[src/rtl/calc_pkg.sv]
// Shared encodings for the calculator's shift/load result register and its sequencer.
// Holds the op_reg/cmd codes and the sequencer state type.
package calc_pkg;

   // op_reg command codes consumed by the result register
   localparam logic [1:0] OPR_HOLD = 2'b00;
   localparam logic [1:0] OPR_LOAD = 2'b01;
   localparam logic [1:0] OPR_SHR  = 2'b10;
   localparam logic [1:0] OPR_SHL  = 2'b11;

   localparam logic [1:0] CMD_LOAD     = 2'b00;
   localparam logic [1:0] CMD_SHR      = 2'b01;
   localparam logic [1:0] CMD_SHL      = 2'b10;
   localparam logic [1:0] CMD_LOAD_SHL = 2'b11;

   typedef enum logic [1:0] {
      ST_IDLE  = 2'b00,
      ST_LOAD  = 2'b01,
      ST_SHIFT = 2'b10,
      ST_DONE  = 2'b11
   } state_t;

   function automatic logic is_load_cmd(input logic [1:0] c);
      return (c == CMD_LOAD) || (c == CMD_LOAD_SHL);
   endfunction

endpackage

[src/rtl/calc_shadow_reg.sv]
// Load/shift register driven by an op_reg command; mirrors the calculator result register.
// shift_out is the bit leaving the register when the current command is a shift.
module calc_shadow_reg
   import calc_pkg::*;
#(
   parameter int WIDTH = 5
) (
   input  logic             clk,
   input  logic             rst,
   input  logic [1:0]       op,
   input  logic [WIDTH-1:0] d,
   output logic [WIDTH-1:0] q,
   output logic             shift_out
);

   logic [WIDTH-1:0] r_q;

   always_ff @(posedge clk) begin
      if (rst) begin
         r_q <= '0;
      end else begin
         case (op)
            OPR_LOAD: r_q <= d;
            OPR_SHR:  r_q <= {1'b0, r_q[WIDTH-1:1]};
            OPR_SHL:  r_q <= {r_q[WIDTH-2:0], 1'b0};
            default:  r_q <= r_q;
         endcase
      end
   end

   always_comb begin
      shift_out = 1'b0;
      case (op)
         OPR_SHR: shift_out = r_q[0];
         OPR_SHL: shift_out = r_q[WIDTH-1];
         default: shift_out = 1'b0;
      endcase
   end

   assign q = r_q;

endmodule

[src/rtl/calc_shift_ctrl.sv]
// Command sequencer for the 5-bit load/shift result register: turns one accepted
// operation into a per-cycle op_reg stream, tracks a shadow copy and a lost-bit flag.
module calc_shift_ctrl
   import calc_pkg::*;
#(
   parameter int WIDTH = 5,
   parameter int CNT_W = 3
) (
   input  logic             clk,
   input  logic             rst,
   input  logic             start,
   input  logic [1:0]       cmd,
   input  logic [CNT_W-1:0] amount,
   input  logic [WIDTH-1:0] din,
   output logic [1:0]       op_reg,
   output logic [WIDTH-1:0] reg_in,
   output logic             busy,
   output logic             done,
   output logic             lost,
   output logic [WIDTH-1:0] shadow,
   output state_t           dbg_state
);

   // Handshake: start is a request taken only when the sequencer is idle (busy=0);
   // it is dropped, not queued, while busy=1 (including the done cycle).
   state_t           r_state;
   state_t           w_next_state;
   logic [1:0]       r_cmd;
   logic [CNT_W-1:0] r_cnt;
   logic [WIDTH-1:0] r_din;
   logic             r_busy;
   logic             r_done;
   logic             r_lost;
   logic [1:0]       w_op_reg;
   logic             w_accept;
   logic             w_shift_out;
   logic [WIDTH-1:0] w_shadow;

   assign w_accept = (r_state == ST_IDLE) && start;

   always_comb begin
      w_next_state = r_state;
      w_op_reg     = OPR_HOLD;
      case (r_state)
         ST_IDLE: begin
            if (start) begin
               if (is_load_cmd(cmd))       w_next_state = ST_LOAD;
               else if (amount != '0)      w_next_state = ST_SHIFT;
               else                        w_next_state = ST_DONE;
            end
         end
         ST_LOAD: begin
            w_op_reg = OPR_LOAD;
            if ((r_cmd == CMD_LOAD_SHL) && (r_cnt != '0)) w_next_state = ST_SHIFT;
            else                                          w_next_state = ST_DONE;
         end
         ST_SHIFT: begin
            w_op_reg = (r_cmd == CMD_SHR) ? OPR_SHR : OPR_SHL;
            if (r_cnt == CNT_W'(1)) w_next_state = ST_DONE;
         end
         ST_DONE: begin
            w_next_state = ST_IDLE;
         end
         default: w_next_state = ST_IDLE;
      endcase
   end

   // busy/done are registered from the next state so they line up with r_state
   always_ff @(posedge clk) begin
      if (rst) begin
         r_state <= ST_IDLE;
         r_cmd   <= CMD_LOAD;
         r_cnt   <= '0;
         r_din   <= '0;
         r_busy  <= 1'b0;
         r_done  <= 1'b0;
         r_lost  <= 1'b0;
      end else begin
         r_state <= w_next_state;
         r_busy  <= (w_next_state != ST_IDLE);
         r_done  <= (w_next_state == ST_DONE);
         if (w_accept) begin
            r_cmd  <= cmd;
            r_cnt  <= amount;
            r_din  <= din;
            r_lost <= 1'b0;
         end else if (r_state == ST_SHIFT) begin
            r_cnt  <= r_cnt - 1'b1;
            r_lost <= r_lost | w_shift_out;
         end
      end
   end

   calc_shadow_reg #(
      .WIDTH (WIDTH)
   ) u_shadow (
      .clk       (clk),
      .rst       (rst),
      .op        (w_op_reg),
      .d         (r_din),
      .q         (w_shadow),
      .shift_out (w_shift_out)
   );

   assign op_reg    = w_op_reg;
   assign reg_in    = r_din;
   assign busy      = r_busy;
   assign done      = r_done;
   assign lost      = r_lost;
   assign shadow    = w_shadow;
   assign dbg_state = r_state;

endmodule

[config.mk]
export PLATFORM = sky130hd
export DESIGN_NAME = calc_shift_ctrl
export DESIGN_NICKNAME = d
export VERILOG_FILES = /design/src/rtl/calc_pkg.sv /design/src/rtl/calc_shadow_reg.sv /design/src/rtl/calc_shift_ctrl.sv
export SDC_FILE = /design/constraint.sdc
export NUM_CORES = 1
export LEC_CHECK = 0
export ABC_AREA = 1
export CAP_MARGIN = 25
export CORE_MARGIN = 2
export CORE_UTILIZATION = 42
export DETAILED_ROUTE_END_ITERATION = 12
export PLACE_DENSITY = 0.76
export SKIP_CTS_REPAIR_TIMING = 1
export SLEW_MARGIN = 10
export SYNTH_ARGS = -nofsm -noshare
export SYNTH_HDL_FRONTEND = slang
export SYNTH_SLANG_ARGS = --single-unit
[constraint.sdc]
create_clock -name clk -period 1.4 [get_ports clk]
set_input_delay 0.21 -clock clk [delete_from_list [all_inputs] [get_ports clk]]
set_output_delay 0.21 -clock clk [all_outputs]
set_load 0.02 [all_outputs]
# ---- Yosys cells after proc, flatten, opt, wreduce, memory -nomap -nowiden
# Index checks and enable logic that the tools add are counted.
dict set report op_classes {
  n_addsub 1
  eq_ne 11
  muxes 12
  bitwise_logic 1
  reduce_logical 11
}
# op n
set op_table {}
lappend op_table {{$pmux 5 s3} 1}
lappend op_table {{$eq 2x2->1 const B} 7}
lappend op_table {{$reduce_bool 3->1} 3}
lappend op_table {{$pmux 2 s4} 1}
lappend op_table {{$eq 2x1->1 const B} 3}
lappend op_table {{$mux 2} 3}
lappend op_table {{$mux 3} 2}
lappend op_table {{$logic_not 2->1} 2}
lappend op_table {{$pmux 2 s2} 1}
lappend op_table {{$reduce_bool 2->1} 2}
lappend op_table {{$eq 3x1->1 const B} 1}
lappend op_table {{$mux 1} 3}
lappend op_table {{$sub 3x1->3 const B} 1}
lappend op_table {{$logic_and 1x1->1} 2}
lappend op_table {{$pmux 1 s2} 1}
lappend op_table {{$reduce_or 2->1} 1}
lappend op_table {{$logic_or 1x1->1} 1}
lappend op_table {{$or 1x1->1} 1}
dict set report word_totals {
  regBits 20
  in_bits 13
  output_inout_bits 17
  wordCells 44
}

# ---- Logic depth before layout (Yosys ltp)
dict set report logic_depth {
  depth_word 6
  mapped_depth 10
  depth_no_buf 10
}

# ---- By module
# A second synthesis with hierarchy kept.
dict set report hier_totals {
  cells_unflattened 156
  area_unflattened_um2 1076.0
}
# module n_inst cells_per_inst area_each_um2 seq_area_each_um2
set modules_own_cells {}
lappend modules_own_cells {calc_shift_ctrl 1 105 762.0 300.3}
lappend modules_own_cells {calc_shadow_reg 1 51 314.1 100.1}

# ---- Worst setup path after synthesis
# OpenSTA, ideal clock, no wires.
dict set report synth_path {
  path_type {reg2reg}
  from {register r_state[0] (netlist: dbg_state[0])}
  to {register u_shadow.r_q[4] (netlist: u_shadow.q[4])}
  setup_ps 115
  t_arrival_ps 1478
  required_ps 1285
  slack_ps -193
  path_stages_with_launch 8
  path_buffers 2
  synth_period_minus_slack_ps 1593
  path_cell_list {dfxtp_1 > inv_1 > ha_1 > buf_6 > buf_4 > nand3_1 > nor2_1 > o21a_1}
}
dict set report synth_via {
  elab_chain_cells 4
  elab_cells_between_ends 8
  cone_classes {eq/ne: 5; mux: 2; reduce/logical: 1}
}
# element line
set synth_rtl {}
lappend synth_rtl {{from (decl)} calc_shift_ctrl.sv:26} ;# state_t r_state;
lappend synth_rtl {{from (signal assigned)} calc_shift_ctrl.sv:79} ;# r_state <= w_next_state;
lappend synth_rtl {{$eq 2x2->1 or $eq 2x1->1 (tied branches)} calc_shift_ctrl.sv:44} ;# case (r_state)
lappend synth_rtl {{$pmux 2 s2 *} calc_shift_ctrl.sv:44}
lappend synth_rtl {{via op_reg[1]} calc_shift_ctrl.sv:15} ;# output logic [1:0] op_reg,
lappend synth_rtl {{$eq 2x2->1 or $eq 2x1->1 (tied branches)} calc_shadow_reg.sv:22} ;# case (op)
lappend synth_rtl {{$pmux 5 s3 or $reduce_bool 3->1 (tied branches)} --}
lappend synth_rtl {{to (signal assigned)} calc_shadow_reg.sv:24} ;# OPR_SHR: r_q <= {1'b0, r_q[WIDTH-1:1]};
lappend synth_rtl {{to (signal assigned)} calc_shadow_reg.sv:25} ;# OPR_SHL: r_q <= {r_q[WIDTH-2:0], 1'b0};
lappend synth_rtl {{to (signal assigned)} calc_shadow_reg.sv:26} ;# default: r_q <= r_q;
lappend synth_rtl {{to (decl)} calc_shadow_reg.sv:16} ;# logic [WIDTH-1:0] r_q;
# The timed path passes the listed nets; every way through them passes the cells marked *.
# A chain may end at the register's enable or synchronous reset.

# ---- Final worst setup path
dict set report layout_path {
  from {register r_state[1] (netlist: dbg_state[1])}
  to {output port op_reg[0]}
}
dict set report layout_via {
  elab_chain_cells 2
  elab_cells_between_ends 3
  cone_classes {eq/ne: 2; mux: 1}
}
# element line
set layout_rtl {}
lappend layout_rtl {{$eq 2x2->1 or $eq 2x1->1 (tied branches)} calc_shift_ctrl.sv:44}
lappend layout_rtl {{$pmux 2 s2 *} calc_shift_ctrl.sv:44}
lappend layout_rtl {{to (decl)} calc_shift_ctrl.sv:15}
# Every way passes the cells marked *; elsewhere a longest branch is shown, timed or not.

==> impl_metrics.yaml <==
run_status:
  outcome: "finished, violations left"
  violations: "setup timing"
power:
  clock_power_share: 0.123
  p_leak_nw: 1.066
  powerDensity_nw_per_um2: 1622
  power.net_switching_mw: 1.215
  combPwrFrac: 0.608
  p_seq_frac: 0.269
  p_int_mw: 1.724
  p_sw_frac: 0.4133
  ir_drop_uv: 1060
synthesis:
  async_flop_share: 0
  ys_warn_count: 0
  netlist.area_leader.share: 0.3756
  synth-seq-cells: 20
  synth_cell_types: 23
  syn_avg_cell_area_sq_um: 7.060
  synthFlopType: "dfxtp_1"
  netlist_instances: 151
  synth-edff-count: 0
  yosys-top-cells-area: "dfxtp_1 38%, nand2_1 10%, ha_1 8.2%, inv_1 8.1%, o21ai_0 8.0%"
  synth_seq_area_share: 0.3756
  synth_fp_nets: 171
  syn_area_sq_um: 1066
  synth_top_cell_by_area: "dfxtp_1"
floorplan:
  num_io_pins: 30
  rows: 18
  die_w_um: 54.38
  initial_core_util: 0.4383
  coreArea_sq_um: 2432
  dieArea_sq_um: 2957
  die_h_um: 54.38
detailed_routing:
  first_pass_iters: 4
  vias: 1193
  routed_wl_mm: 3.338
  avgViaCountPerCell: 5.034
  ant_nets: 0
  drtIter0Drc: 9
  post-route-drc-count: 0
  wl_per_cell_um: 14.08
clock_network:
  tritoncts: "done"
  clk_pin_slew_worst_paths_ns: 0.12
  clk_latency_ns: 0.33
  clkSinkCount: 20
  cts-buffers-inserted: 3
  cts_buffer_depth: 2
  htree_levels: 1
  cts_root_buf: "clkbuf_4"
timing:
  finClkSkew_ns: 0.007882
  setup_slack_ns: -0.1525
  setup_viol: 10
  worst_slew_pin_slew_ns: 0.4749
  slew_viol_final: 0
  slew_headroom: 0.6831
  timing.hold.ws_ns: 0.5008
  period_share: 1.109
  hold_violations: 0
  rsz0062_at_grt: "yes"
  fmax_mhz: 644.1
  fin_crit_ns: 1.552
worst_setup_path:
  critPathKind: "reg2out"
  cp_max_fo: 2
  cp-end-kind: "output port"
  worstSetupStartpointType: "flip-flop"
  cp.required_ns: 1.19
  crit_arrival_ns: 1.34
grt:
  grt_pass1_vias: 1115
  grt_max_degree: 17
  grt-ovfl-total: 0
  grt_usage: 0.2255
  antenna_found_initial: 0
  grt_pass1_wl_mm: 4.726
hold_path:
  holdCritPathClass: "reg2reg"
final_layout:
  post-route-util: 0.7449
  nets: 228
  fill_cells: 177
  drive_gt1_frac: 0.3092
  antennaDiodeCount: 0
  final_cells: 237
  syn_to_final_growth_pct: 69.95
place:
  io_buffer_count: 29
  finalWeightedCongestion: 0.8018
  hpwl_mm: 2.178
  placed_cells: 226
flow_run:
  drv_cap: 0
## cells in the mapped netlist, drive strengths merged (3+ instances only)
cell and count:
nand2 32, inv 25, dfxtp 20, nor2 18, o21ai 18, a21oi 11, ha 7, nand3 6
buf 4, nand4 3, nor3 3
## metal layers
| layer | up-vias | part of all wire | global-route usage |
|---|---|---|---|
| li1 | 592 | - | - |
| met1 | 547 | 0.42 | 0.2588 |
| met2 | 44 | 0.48 | 0.3876 |
| met3 | 10 | 0.078 | 0.07923 |
| met4 | 0 | 0.023 | 0.07500 |
| met5 | - | 0 | 0 |
## logic make-up (layout without fill, tap and decap cells)
logic type	count (synthesis)	after routing	share of synthesized area
xor gates and xnor gates	1	1	0.008217
adders and majority gates	7	7	0.08216
buffers and inverters	29	85	0.1150
and+or+nand+nor	63	63	0.2653
AOI/OAI and AO/OA	31	31	0.1538
DFF	20	20	0.3756
## critical path: stages (launching register included)
cell	delay, ns
dfxtp_2	0.38
buf_6	0.11
ha_4	0.15
nand2_2	0.08
nand2_4	0.07
nand2_4	0.04
inv_1	0.05
buf_2	0.15
## cell usage in the layout (no fill, tap or decap)
cell / Yosys / routed
buf_2: 2 / 1
nand2_1: 29 / 23
clkdlybuf4s50_1: 0 / 12
or2_2: 1 / 1
buf_4: 1 / 19
buf_6: 1 / 6
inv_2: 2 / 3
clkinvlp_4: 0 / 1
nand3_2: 0 / 1
nor2_4: 1 / 1
ha_1: 7 / 3
ha_4: 0 / 4
clkbuf_8: 0 / 1
dlymetal6s2s_1: 0 / 15
nor2_2: 0 / 1
nand2_4: 2 / 5
buf_8: 0 / 2
a21oi_4: 0 / 1
dfxtp_2: 0 / 2
o211ai_1: 1 / 1
nor3_2: 0 / 2
o21ai_2: 0 / 2
inv_4: 0 / 2
xor2_1: 1 / 1
nor2_1: 17 / 16
o21a_1: 1 / 1
clkbuf_4: 0 / 3
o21ai_0: 17 / 10
nand4_1: 3 / 3
a21oi_2: 1 / 1
buf_12: 0 / 1
nand2_2: 1 / 4
inv_1: 23 / 19
o21ai_1: 1 / 6
dfxtp_1: 20 / 18
a21oi_1: 10 / 9
nand3_1: 6 / 5
nor3_1: 3 / 1
## state kept, by name (all words and copies together) (netlist names)
register,count
u_shadow.q,5
r_cmd,2
r_cnt,3
busy,1
lost,1
reg_in,5
done,1
dbg_state,2
## area by class of cell
cell class	instances	area (sq um)	share of cell area
clock buffer	4	36.28	0.02003
sequential	20	402.9	0.2224
inverter	25	102.6	0.05663
timing repair buffer	56	573.1	0.3163
multi-input combinational	102	659.4	0.3639
tap	30	37.54	0.02072
## final timing paths
kind	cells past startpoint	slack, ns	endpoint	from
hold reg to reg	2	0.50	u_shadow.q[2]	u_shadow.q[1]
hold / removal	2	0.50	u_shadow.q[2]	u_shadow.q[1]
setup / recovery	7	-0.15	op_reg[0]	dbg_state[1]
setup reg to reg	11	-0.09	busy	dbg_state[1]
## power groups by stage
stage | combinational, mW | clock [mW] | sequential [mW]
floorplan | 0.639 | 0 | 0.908
global placement | 1.30 | 0 | 0.787
detailed placement | 1.35 | 0 | 0.792
CTS | 1.36 | 0.361 | 0.781
global route | 1.92 | 0.393 | 0.805
finish | 1.79 | 0.363 | 0.790
## through the flow
step / setup slack, ns / cell area (sq um) / power (mW) / setup TNS (ns)
5_1_grt: -0.1984 / 1812 / 3.123 / -1.136
4_1_cts: -0.6381 / 1569 / 2.496 / -3.774
6_report: -0.1525 / 1812 / 2.939 / -0.5493
2_1_floorplan: -0.01148 / 1084 / 1.548 / -0.02571
3_5_place_dp: -0.2648 / 1533 / 2.139 / -1.194
3_3_place_gp: -0.2473 / 1533 / 2.092 / -0.7128
Power figures use the tool's default switching activity.
